$ cat config.mk
export PLATFORM = sky130hd
export DESIGN_NAME = sram_read_distributor_flat
export DESIGN_NICKNAME = d
export VERILOG_FILES = /design/src/rtl/sram_read_distributor_if.sv /design/src/rtl/sram_read_distributor.sv /design/src/flat_wrapper.sv
export SDC_FILE = /design/constraint.sdc
export NUM_CORES = 2
export LEC_CHECK = 0
export CORE_AREA = 2 2 434 436
export CTS_CLUSTER_SIZE = 16
export DETAILED_ROUTE_END_ITERATION = 8
export DIE_AREA = 0 0 436 438
export PLACE_DENSITY_LB_ADDON = 0.12
export SLEW_MARGIN = 20
export SYNTH_ARGS = -nofsm -noshare
export SYNTH_HDL_FRONTEND = slang
export SYNTH_SLANG_ARGS = --single-unit
$ cat constraint.sdc
create_clock -name i_clk -period 5.6 [get_ports i_clk]
set_input_delay 1.12 -clock i_clk [delete_from_list [all_inputs] [get_ports i_clk]]
set_output_delay 1.12 -clock i_clk [all_outputs]
set_load 0.03 [all_outputs]
$ cat src/rtl/sram_read_distributor_if.sv
// Bus bundle for sram_read_distributor: allocation, scatter commands, SRAM read port, DRAM write line.
// master = surrounding DMA pipeline, slave = the distributor.
interface sram_read_distributor_if #(
    parameter int DBW     = 16,
    parameter int VSIZE   = 32,
    parameter int CSIZE   = 32,
    parameter int LBW0    = 10,
    parameter int LBW1    = 10,
    parameter int LBW     = 10,
    parameter int ICFG_BW = 2
);
    localparam int CV_BW  = $clog2(VSIZE);
    localparam int CV_BW1 = $clog2(VSIZE + 1);
    localparam int CC_BW  = $clog2(CSIZE);

    logic                    alloc_rdy;
    logic                    alloc_ack;
    logic [ICFG_BW-1:0]      i_id;
    logic [LBW:0]            i_size;
    logic                    i_which;
    logic                    cmd_rdy;
    logic                    cmd_ack;
    logic [CC_BW-1:0]        i_cmd_addrofs;
    logic [CV_BW1-1:0]       i_cmd_len;
    logic                    i_cmd_islast;
    logic                    r0_dval;
    logic                    r1_dval;
    logic [LBW0-CV_BW-1:0]   o_rhiaddr0;
    logic [LBW1-CV_BW-1:0]   o_rhiaddr1;
    logic [DBW*VSIZE-1:0]    i_rdata;
    logic                    dramwr_rdy;
    logic                    dramwr_ack;
    logic [ICFG_BW-1:0]      o_id;
    logic [DBW*CSIZE-1:0]    o_dramwr;
    logic [CSIZE-1:0]        o_dramwr_mask;

    modport master (
        output alloc_rdy, i_id, i_size, i_which,
        output cmd_rdy, i_cmd_addrofs, i_cmd_len, i_cmd_islast,
        output i_rdata, dramwr_ack,
        input  alloc_ack, cmd_ack, r0_dval, r1_dval, o_rhiaddr0, o_rhiaddr1,
        input  dramwr_rdy, o_id, o_dramwr, o_dramwr_mask
    );

    modport slave (
        input  alloc_rdy, i_id, i_size, i_which,
        input  cmd_rdy, i_cmd_addrofs, i_cmd_len, i_cmd_islast,
        input  i_rdata, dramwr_ack,
        output alloc_ack, cmd_ack, r0_dval, r1_dval, o_rhiaddr0, o_rhiaddr1,
        output dramwr_rdy, o_id, o_dramwr, o_dramwr_mask
    );
endinterface

$ cat src/rtl/sram_read_distributor.sv
// Reads SRAM vectors from bank 0/1 and scatters their elements into byte-lane-masked DRAM lines.
// Optional macro SRD_ZERO_MASKED_EN: lanes with mask=0 drive 0 on o_dramwr.
module sram_read_distributor #(
    parameter int DBW     = 16,
    parameter int VSIZE   = 32,
    parameter int CSIZE   = 32,
    parameter int LBW0    = 10,
    parameter int LBW1    = 10,
    parameter int LBW     = 10,
    parameter int ICFG_BW = 2
) (
    input logic                     i_clk,
    input logic                     i_rst,
    sram_read_distributor_if.slave  bus
);
    localparam int CV_BW  = $clog2(VSIZE);
    localparam int CV_BW1 = $clog2(VSIZE + 1);
    localparam int CC_BW  = $clog2(CSIZE);
    localparam int LW     = CC_BW + 1;
    localparam int HA0    = LBW0 - CV_BW;
    localparam int HA1    = LBW1 - CV_BW;

    localparam logic [4:0] S_IDLE  = 5'b00001;
    localparam logic [4:0] S_FETCH = 5'b00010;
    localparam logic [4:0] S_WAIT  = 5'b00100;
    localparam logic [4:0] S_RUN   = 5'b01000;
    localparam logic [4:0] S_FLUSH = 5'b10000;

    logic [4:0]          state;
    logic [ICFG_BW-1:0]  id_q;
    logic [LBW:0]        size_q;
    logic [LBW:0]        consumed;
    logic                which_q;
    logic [CV_BW1-1:0]   vec_ptr;
    logic [CV_BW1-1:0]   cmd_handled;
    logic [HA0-1:0]      hiaddr0;
    logic [HA1-1:0]      hiaddr1;
    logic [DBW-1:0]      vbuf [VSIZE];
    logic [DBW-1:0]      lbuf [CSIZE];
    logic [CSIZE-1:0]    mask;

    function automatic logic [CV_BW1-1:0] min_len(input logic [CV_BW1-1:0] a,
                                                  input logic [CV_BW1-1:0] b);
        return (a < b) ? a : b;
    endfunction

    logic [CV_BW1-1:0] cmd_left, vec_left, n_take, vec_ptr_nx;
    logic [LBW:0]      consumed_nx;
    logic              cmd_done, need_fetch_nx;
    logic [LW-1:0]     lane_base;
    logic              lane_hit [CSIZE];
    logic [CV_BW-1:0]  lane_src [CSIZE];

    assign cmd_left      = bus.i_cmd_len - cmd_handled;
    assign vec_left      = CV_BW1'(VSIZE) - vec_ptr;
    assign n_take        = min_len(cmd_left, vec_left);
    assign cmd_done      = (cmd_left <= vec_left);
    assign vec_ptr_nx    = vec_ptr + n_take;
    assign consumed_nx   = consumed + (LBW+1)'(n_take);
    assign need_fetch_nx = (vec_ptr_nx == CV_BW1'(VSIZE)) && (consumed_nx < size_q);
    assign lane_base     = LW'(bus.i_cmd_addrofs) + LW'(cmd_handled);

    // Each DRAM lane works out which vector element (if any) lands on it; lanes past CSIZE never match.
    always_comb begin
        logic [LW-1:0] d;
        int            s;
        d = '0;
        s = 0;
        for (int j = 0; j < CSIZE; j++) begin
            d           = LW'(j) - lane_base;
            s           = int'(vec_ptr) + int'(d);
            lane_hit[j] = int'(d) < int'(n_take);
            lane_src[j] = CV_BW'(s);
        end
    end

    always_ff @(posedge i_clk or negedge i_rst) begin
        if (!i_rst) begin
            state       <= S_IDLE;
            id_q        <= '0;
            size_q      <= '0;
            consumed    <= '0;
            which_q     <= 1'b0;
            vec_ptr     <= '0;
            cmd_handled <= '0;
            hiaddr0     <= '0;
            hiaddr1     <= '0;
            mask        <= '0;
            for (int i = 0; i < VSIZE; i++) vbuf[i] <= '0;
            for (int j = 0; j < CSIZE; j++) lbuf[j] <= '0;
        end else begin
            case (state)
                S_IDLE: begin
                    if (bus.alloc_rdy) begin
                        id_q     <= bus.i_id;
                        size_q   <= bus.i_size;
                        which_q  <= bus.i_which;
                        consumed <= '0;
                        state    <= S_FETCH;
                    end
                end
                S_FETCH: begin
                    if (which_q) hiaddr1 <= hiaddr1 + 1'b1;
                    else         hiaddr0 <= hiaddr0 + 1'b1;
                    state <= S_WAIT;
                end
                S_WAIT: begin
                    for (int i = 0; i < VSIZE; i++) vbuf[i] <= bus.i_rdata[i*DBW +: DBW];
                    vec_ptr <= '0;
                    state   <= S_RUN;
                end
                S_RUN: begin
                    if (bus.cmd_rdy) begin
                        for (int j = 0; j < CSIZE; j++) begin
                            if (lane_hit[j]) begin
                                lbuf[j] <= vbuf[lane_src[j]];
                                mask[j] <= 1'b1;
                            end
                        end
                        vec_ptr  <= vec_ptr_nx;
                        consumed <= consumed_nx;
                        if (cmd_done) begin
                            cmd_handled <= '0;
                            if (bus.i_cmd_islast) state <= S_FLUSH;
                            else if (need_fetch_nx) state <= S_FETCH;
                        end else begin
                            // Command straddles vectors: stays pending across the refetch.
                            cmd_handled <= cmd_handled + n_take;
                            if (need_fetch_nx) state <= S_FETCH;
                        end
                    end
                end
                S_FLUSH: begin
                    if (bus.dramwr_ack) begin
                        mask <= '0;
                        if (consumed == size_q)                 state <= S_IDLE;
                        else if (vec_ptr == CV_BW1'(VSIZE))     state <= S_FETCH;
                        else                                    state <= S_RUN;
                    end
                end
                default: state <= S_IDLE;
            endcase
        end
    end

    assign bus.alloc_ack     = (state == S_IDLE) && bus.alloc_rdy;
    assign bus.cmd_ack       = (state == S_RUN) && bus.cmd_rdy && cmd_done;
    assign bus.r0_dval       = (state == S_FETCH) && !which_q;
    assign bus.r1_dval       = (state == S_FETCH) && which_q;
    assign bus.o_rhiaddr0    = hiaddr0;
    assign bus.o_rhiaddr1    = hiaddr1;
    assign bus.dramwr_rdy    = (state == S_FLUSH);
    assign bus.o_id          = id_q;
    assign bus.o_dramwr_mask = mask;

    always_comb begin
        bus.o_dramwr = '0;
        for (int j = 0; j < CSIZE; j++) begin
`ifdef SRD_ZERO_MASKED_EN
            bus.o_dramwr[j*DBW +: DBW] = mask[j] ? lbuf[j] : '0;
`else
            bus.o_dramwr[j*DBW +: DBW] = lbuf[j];
`endif
        end
    end
endmodule
$ cat src/flat_wrapper.sv
// flat-port wrapper written by rule: the top's interface ports become plain ports
module sram_read_distributor_flat 
#(
    parameter int DBW     = 16,
    parameter int VSIZE   = 32,
    parameter int CSIZE   = 32,
    parameter int LBW0    = 10,
    parameter int LBW1    = 10,
    parameter int LBW     = 10,
    parameter int ICFG_BW = 2
)
  (i_clk, i_rst, bus_alloc_rdy, bus_i_id, bus_i_size, bus_i_which, bus_cmd_rdy, bus_i_cmd_addrofs, bus_i_cmd_len, bus_i_cmd_islast, bus_i_rdata, bus_dramwr_ack, bus_alloc_ack, bus_cmd_ack, bus_r0_dval, bus_r1_dval, bus_o_rhiaddr0, bus_o_rhiaddr1, bus_dramwr_rdy, bus_o_id, bus_o_dramwr, bus_o_dramwr_mask);
  sram_read_distributor_if #(.DBW(DBW), .VSIZE(VSIZE), .CSIZE(CSIZE), .LBW0(LBW0), .LBW1(LBW1), .LBW(LBW), .ICFG_BW(ICFG_BW)) bus_i ();
  input logic i_clk;
  input logic i_rst;
  input wire logic [$bits(bus_i.alloc_rdy)-1:0] bus_alloc_rdy;
  input wire logic [$bits(bus_i.i_id)-1:0] bus_i_id;
  input wire logic [$bits(bus_i.i_size)-1:0] bus_i_size;
  input wire logic [$bits(bus_i.i_which)-1:0] bus_i_which;
  input wire logic [$bits(bus_i.cmd_rdy)-1:0] bus_cmd_rdy;
  input wire logic [$bits(bus_i.i_cmd_addrofs)-1:0] bus_i_cmd_addrofs;
  input wire logic [$bits(bus_i.i_cmd_len)-1:0] bus_i_cmd_len;
  input wire logic [$bits(bus_i.i_cmd_islast)-1:0] bus_i_cmd_islast;
  input wire logic [$bits(bus_i.i_rdata)-1:0] bus_i_rdata;
  input wire logic [$bits(bus_i.dramwr_ack)-1:0] bus_dramwr_ack;
  output wire logic [$bits(bus_i.alloc_ack)-1:0] bus_alloc_ack;
  output wire logic [$bits(bus_i.cmd_ack)-1:0] bus_cmd_ack;
  output wire logic [$bits(bus_i.r0_dval)-1:0] bus_r0_dval;
  output wire logic [$bits(bus_i.r1_dval)-1:0] bus_r1_dval;
  output wire logic [$bits(bus_i.o_rhiaddr0)-1:0] bus_o_rhiaddr0;
  output wire logic [$bits(bus_i.o_rhiaddr1)-1:0] bus_o_rhiaddr1;
  output wire logic [$bits(bus_i.dramwr_rdy)-1:0] bus_dramwr_rdy;
  output wire logic [$bits(bus_i.o_id)-1:0] bus_o_id;
  output wire logic [$bits(bus_i.o_dramwr)-1:0] bus_o_dramwr;
  output wire logic [$bits(bus_i.o_dramwr_mask)-1:0] bus_o_dramwr_mask;
  assign bus_i.alloc_rdy = bus_alloc_rdy;
  assign bus_i.i_id = bus_i_id;
  assign bus_i.i_size = bus_i_size;
  assign bus_i.i_which = bus_i_which;
  assign bus_i.cmd_rdy = bus_cmd_rdy;
  assign bus_i.i_cmd_addrofs = bus_i_cmd_addrofs;
  assign bus_i.i_cmd_len = bus_i_cmd_len;
  assign bus_i.i_cmd_islast = bus_i_cmd_islast;
  assign bus_i.i_rdata = bus_i_rdata;
  assign bus_i.dramwr_ack = bus_dramwr_ack;
  assign bus_alloc_ack = bus_i.alloc_ack;
  assign bus_cmd_ack = bus_i.cmd_ack;
  assign bus_r0_dval = bus_i.r0_dval;
  assign bus_r1_dval = bus_i.r1_dval;
  assign bus_o_rhiaddr0 = bus_i.o_rhiaddr0;
  assign bus_o_rhiaddr1 = bus_i.o_rhiaddr1;
  assign bus_dramwr_rdy = bus_i.dramwr_rdy;
  assign bus_o_id = bus_i.o_id;
  assign bus_o_dramwr = bus_i.o_dramwr;
  assign bus_o_dramwr_mask = bus_i.o_dramwr_mask;
  sram_read_distributor #(.DBW(DBW), .VSIZE(VSIZE), .CSIZE(CSIZE), .LBW0(LBW0), .LBW1(LBW1), .LBW(LBW), .ICFG_BW(ICFG_BW)) u_core (.i_clk(i_clk), .i_rst(i_rst), .bus(bus_i));
endmodule
# Word level (Yosys, flattened, before mapping)
# Index checks and enable logic that the tools add are counted.
[word_totals] reg_bits=1108 in_bits=543 out_inout_bits=561
[op_classes] n_eq_ne=43 order_cmp=67 add_sub_neg=72 n_mux=147 n_reduce_logical=81 bitwise=33
[op_table] operator="$bmux W16 S5" count=32
[op_table] operator="$mux W16" count=64
[op_table] operator="$lt A6 B6 Y1" count=33
[op_table] operator="$ge A6 B6 Y1 const B" count=32
[op_table] operator="$not A5 Y6" count=32
[op_table] operator="$add A5 B5 Y5" count=32
[op_table] operator="$reduce_and A4 Y1" count=32
[op_table] operator="$reduce_and A3 Y1" count=34
[op_table] operator="$sub A5 B6 Y6 const A" count=16
[op_table] operator="$mux W32" count=2
[op_table] operator="$ne A2 B1 Y1 const B" count=32
[op_table] operator="$pmux W32 S2" count=1
[op_table] operator="$sub A4 B6 Y6 const A" count=8
[op_table] operator="$mux W5" count=7
[op_table] operator="$mux W1" count=32
[op_table] operator="$pmux W5 S5" count=1
[op_table] operator="$sub A3 B6 Y6 const A" count=4
[op_table] operator="$mux W11" count=2
[op_table] operator="$pmux W11 S2" count=1
[op_table] operator="$mux W6" count=3
[op_table] operator="$add A6 B6 Y6" count=2
[op_table] operator="$eq A6 B6 Y1 const B" count=2
[op_table] operator="$pmux W6 S2" count=1
[op_table] operator="$sub A1 B6 Y6 const A" count=2
[op_table] operator="21 further kinds" count=36

# Depth between registers and ports, before layout
[depth] word_depth=11 depth_mapped=31

# Worst setup path before layout
# Ideal clock, no wire load.
[synth_path] path_kind="input to register" from="input bus_i_cmd_len[1]" to="register u_core.state[1]" required_ns=5.518 setup_time_ns=0.082 path_slack_ns=-1.153 t_arrival_ns=6.671 path_stages=28 path_cell_list="ha_1 nor2b_1 o21ai_0 a21boi_0 o31ai_1 and2_1 ha_1 nand4_1 o21ba_2 clkbuf_2 nor3_1 nand2_1 o21ai_0 inv_1 fa_1 nand3b_1 a21boi_0 o21ai_0 a21oi_1 xor2_1 ha_1 a21o_1 a21o_1 a21oi_1 o31a_1 o2111ai_1 a2111o_1 o22ai_1"
[synth_via] elab_chain_len=11
[synth_rtl] element="start, declared" line="flat_wrapper.sv:22" source="input wire logic [$bits(bus_i.i_cmd_len)-1:0] bus_i_cmd_len;"
[synth_rtl] element="$sub A6 B6 Y6 (*)" line="sram_read_distributor.sv:54" source="assign cmd_left = bus.i_cmd_len - cmd_handled;"
[synth_rtl] element="$lt A6 B6 Y1" line="sram_read_distributor.sv:44" source="return (a < b) ? a : b;"
[synth_rtl] element="$mux W6" line="sram_read_distributor.sv:44"
[synth_rtl] element="$add A11 B6 Y11 or $add A6 B6 Y6 (tied branches)" line="sram_read_distributor.sv:59, sram_read_distributor.sv:58"
[synth_rtl] element="$lt A11 B11 Y1 or $eq A6 B6 Y1 (tied branches)" line="sram_read_distributor.sv:60" source="assign need_fetch_nx = (vec_ptr_nx == CV_BW1'(VSIZE)) && (consumed_nx < size_q);"
[synth_rtl] element="$logic_and A1 B1 Y1" line="sram_read_distributor.sv:60"
[synth_rtl] element="$mux W5 (2 in a row)"
[synth_rtl] element="$mux W5 (*)" line="sram_read_distributor.sv:122" source="if (cmd_done) begin"
[synth_rtl] element="$mux W5 (*)" line="sram_read_distributor.sv:113" source="if (bus.cmd_rdy) begin"
[synth_rtl] element="$pmux W5 S5 (*)" line="sram_read_distributor.sv:92" source="case (state)"
[synth_rtl] element="end signal, assigned" line="sram_read_distributor.sv:99" source="state <= S_FETCH;"
[synth_rtl] element="end signal, assigned" line="sram_read_distributor.sv:124" source="if (bus.i_cmd_islast) state <= S_FLUSH;"
[synth_rtl] element="end signal, assigned" line="sram_read_distributor.sv:125" source="else if (need_fetch_nx) state <= S_FETCH;"
[synth_rtl] element="end, declared" line="sram_read_distributor.sv:29" source="logic [4:0] state;"
# Mark *: on every way between the ends. The rest lies on a longest branch, timed or not. The select of a mux whose other input is x is not followed.
# A chain may end at the register's enable or synchronous reset.

# Worst setup path in the final report
[layout_path] from="input bus_i_cmd_len[0]" to="register u_core.state[1]"
# Same word-level chain as after synthesis.

==> metrics <==
status=complete, no violations; worst slack after detailed placement=-1.282 ns; YS warnings=0; Post-Route M1 WL=159,100 um; worst-skew pair later-pin latency=0.82 ns; count of fill cells added during filler insertion=16,560; Placement Rows=159; first-pass GRT wire length=595,000 um; count of cell types in the netlist=77; final hold viol count=0; Worst path max stage delay=0.41 ns; type of the worst min-delay path=primary input to async pin; buffers from clock root to sink, at most=3; most used flip-flop cell after synthesis=sky130_fd_sc_hd__dfrtp_1; startpoint types=primary input; share of the clock period used by the worst path after layout=97.46%; hold slack final=0.3910 ns; share of the yosys chip area belonging to registers=35.73%; area enclosed by the die boundary=191,000 um2; DR vias/cell=6.267; GRT Overall Usage=45.23%; horizontal extent of the die=436 um; aggregate global routing overflow=0; number of buffers inserted for hold repair after clock tree synthesis=0; skew final=0.03494 ns; clock-pin slew reported for the worst setup and hold paths after clock tree synthesis=0.06 ns; pin count of the biggest net entering global routing=198; Setup crit end kind=flip-flop; number of standard cells after synthesis=7,748; cell at the root of the clock tree=sky130_fd_sc_hd__clkbuf_16; post-synthesis async set-or-reset flop share=100.0%; transition time at the pin with the least slew margin=1.061 ns; Final setup viols=0; critical path type=primary input to flip-flop; Final Net Count=10,120; arrival time of data at the critical path endpoint=6.19 ns; number of flops mapped to enable cells by yosys=0; effective utilization at floorplan=41.58%; worst setup slack after layout=0.1425 ns; Sink Count=1,108; summed instance area of the synthesized netlist=77,600 um2; core occupancy in the finished layout=56.11%; Max-Slew Margin vs Limit=29.28%; htree depth=4; number of slew-limit violations in the final report=0; area added between synthesis and finish=34.94%; First DRT Iteration DRCs=9,749; Die Height=438 um; number of global-route vias before repair=72,530; total negative slack for setup checks=0 ns; mean cell area of the mapped netlist=10.01 um2; largest fanout on the critical path=3; average wire length per cell after detail routing=36.77 um; total wire length=441,000 um; number of maximum-capacitance violations=0; count of nets left with antenna violations after detail routing=0; maximum frequency from static timing analysis=183.2 MHz; RSZ-0062 raised after global routing=true; number of register bits inferred by synthesis=1,108; estimated wirelength of the detail-placed design=364,000 um; clock buffers created by TritonCTS=136; crit path time final=5.458 ns; DRC=0; quantity of I/O buffers inserted on ports=1,103; Worst EP required=6.33 ns; number of detailed-route iterations in the first pass=9; metal3 WL=49,260 um; share of cells above drive strength 1=28.15%; cell with the biggest individual delay on the critical path=sky130_fd_sc_hd__a2111o_1; nets in the synthesized netlist=8,486; area of the placeable core=186,600 um2; Vias=75,160; uppermost routed layer=met5; total length of routed met2 wires=189,100 um; clock tree from TritonCTS=done; Boundary Pins=1,104; global placement routability congestion=1.085; initial antenna violation count=32; CP most frequent cell=sky130_fd_sc_hd__ha_2
state kept, by name, summed over array words and instances, names as in the netlist:
| register | cells |
|---|---|
| u_core.bus.o_rhiaddr1 | 5 |
| u_core.cmd_handled | 6 |
| u_core.bus.o_rhiaddr0 | 5 |
| u_core.vec_ptr | 6 |
| u_core.which_q | 1 |
| u_core.vbuf | 512 |
| u_core.consumed | 11 |
| u_core.bus.o_dramwr | 512 |
| u_core.bus.o_id | 2 |
| u_core.bus.o_dramwr_mask | 32 |
| u_core.size_q | 11 |
| u_core.state | 5 |
worst paths after layout:
check / startpoint / end / slack [ns] / depth (start not counted)
setup / recovery: bus_i_cmd_len[0] / u_core.state[1]$_DFFE_PN0P_ / 0.14 / 32
setup reg to reg: u_core.cmd_handled[0]$_DFFE_PN0P_ / u_core.state[1]$_DFFE_PN0P_ / 0.15 / 30
hold reg to reg: u_core.bus.o_dramwr[186]$_DFFE_PN0P_ / u_core.bus.o_dramwr[186]$_DFFE_PN0P_ / 0.49 / 2
max in group asynchronous: i_rst / u_core.bus.o_dramwr[183]$_DFFE_PN0P_ / 3.77 / 2
min in group i_clk: u_core.bus.o_dramwr[186]$_DFFE_PN0P_ / u_core.bus.o_dramwr[186]$_DFFE_PN0P_ / 0.49 / 2
hold / removal: i_rst / u_core.vbuf[503]$_DFFE_PN0P_ / 0.39 / 1
cell usage after synthesis, types with 17 or more instances:
cell type,number,share of area [%]
sky130_fd_sc_hd__clkbuf_1,400,1.9
sky130_fd_sc_hd__xnor2_1,75,0.85
sky130_fd_sc_hd__dfrtp_1,1107,36
sky130_fd_sc_hd__a21oi_1,587,3.8
sky130_fd_sc_hd__buf_2,95,0.61
sky130_fd_sc_hd__buf_1,17,0.082
sky130_fd_sc_hd__and3_1,125,1.0
sky130_fd_sc_hd__ha_1,185,3.0
sky130_fd_sc_hd__mux2_2,483,7.0
sky130_fd_sc_hd__a31oi_1,161,1.3
sky130_fd_sc_hd__nand2_1,2396,12
sky130_fd_sc_hd__mux4_2,720,21
sky130_fd_sc_hd__or2_2,158,1.3
sky130_fd_sc_hd__nor3_1,29,0.19
sky130_fd_sc_hd__nand3_1,57,0.37
sky130_fd_sc_hd__nor2_1,269,1.3
sky130_fd_sc_hd__mux2i_1,256,3.3
sky130_fd_sc_hd__buf_4,25,0.24
sky130_fd_sc_hd__o21ai_1,32,0.21
sky130_fd_sc_hd__o21ai_0,152,0.98
sky130_fd_sc_hd__inv_1,90,0.44
sky130_fd_sc_hd__xor2_1,84,0.95
sky130_fd_sc_hd__a21o_1,38,0.37
cell families (layout without fill, tap and decap cells):
logic type / Yosys count / after routing / synth area share, %
adders and majority gates: 195 / 195 / 3.241
DFF: 1108 / 1108 / 35.73
xor gates and xnor gates: 169 / 169 / 2.048
muxes: 1462 / 1462 / 31.25
buffers and inverters: 639 / 2379 / 3.465
and+or+nand+nor: 3095 / 3095 / 16.28
AOI/OAI and AO/OA: 1080 / 1080 / 7.977
other: 0 / 11 / 0
cell usage in the layout, fill, tap and decap left out, types with 11 or more instances in the layout:
master	n
sky130_fd_sc_hd__nand3_1	53
sky130_fd_sc_hd__o21a_1	15
sky130_fd_sc_hd__xor2_1	61
sky130_fd_sc_hd__mux2i_1	256
sky130_fd_sc_hd__dfrtp_1	1107
sky130_fd_sc_hd__clkinv_2	12
sky130_fd_sc_hd__a21oi_2	12
sky130_fd_sc_hd__a31oi_1	159
sky130_fd_sc_hd__nor2_1	265
sky130_fd_sc_hd__buf_4	744
sky130_fd_sc_hd__nand2_1	2393
sky130_fd_sc_hd__mux2_2	483
sky130_fd_sc_hd__clkbuf_8	28
sky130_fd_sc_hd__and3_1	124
sky130_fd_sc_hd__buf_12	195
sky130_fd_sc_hd__xor2_2	12
sky130_fd_sc_hd__xor2_4	12
sky130_fd_sc_hd__nand4_1	11
sky130_fd_sc_hd__o21ai_1	32
sky130_fd_sc_hd__clkbuf_1	25
sky130_fd_sc_hd__a21o_1	38
sky130_fd_sc_hd__mux4_2	720
sky130_fd_sc_hd__inv_1	85
sky130_fd_sc_hd__or2_2	158
sky130_fd_sc_hd__nor3_1	26
sky130_fd_sc_hd__xnor2_1	50
sky130_fd_sc_hd__diode_2	11
sky130_fd_sc_hd__a21oi_1	576
sky130_fd_sc_hd__clkbuf_16	141
sky130_fd_sc_hd__o21ai_0	147
sky130_fd_sc_hd__o31ai_1	13
sky130_fd_sc_hd__ha_1	173
sky130_fd_sc_hd__xnor2_2	25
sky130_fd_sc_hd__clkdlybuf4s50_1	1097
sky130_fd_sc_hd__bufinv_16	12
layout make-up:
type	count	area (um2)	area share, %
antenna	11	27.53	0.02629
clock buffer	194	4008	3.827
clock inverter	48	655.6	0.6262
inverter	92	345.3	0.3298
multi-input combinational	6001	48260	46.09
sequential	1108	27730	26.48
tap	2495	3122	2.981
timing repair buffer	2045	20560	19.64
routing by layer:
| metal | vias up | GRT usage, % |
|---|---|---|
| met1 | 38250 | 54.98 |
| li1 | 30980 | - |
| met5 | - | 0 |
| met3 | 1136 | 14.32 |
| met2 | 4791 | 66.36 |
| met4 | 14 | 36.19 |
worst max-delay path: cells and delay by family:
kind | cells | cell delay (ns)
adders and majority gates | 5 | 1.25
AOI/OAI and AO/OA | 13 | 2.30
and+or+nand+nor | 7 | 0.83
xor gates and xnor gates | 1 | 0.15
buffers and inverters | 6 | 0.57
metrics by stage:
step / instance area, um2 / cells
after CTS: 104500 / 11970
after global routing: 104700 / 11980
after floorplan: 77690 / 7748
final: 104700 / 11990
after detailed placement: 99650 / 11720
after global placement: 99650 / 11720
repair_timing:
action | in CTS | in global routing
gates cloned | 0 | 0
resized for setup | 27 | 26
buffers inserted | 11 | 9
endpoints found under the setup margin | 2 | 2
pin swaps | 36 | 41
Power is left out: the tool's default activity adds up to more than one toggle a clock period on the data nets, which glitch-free logic cannot reach.
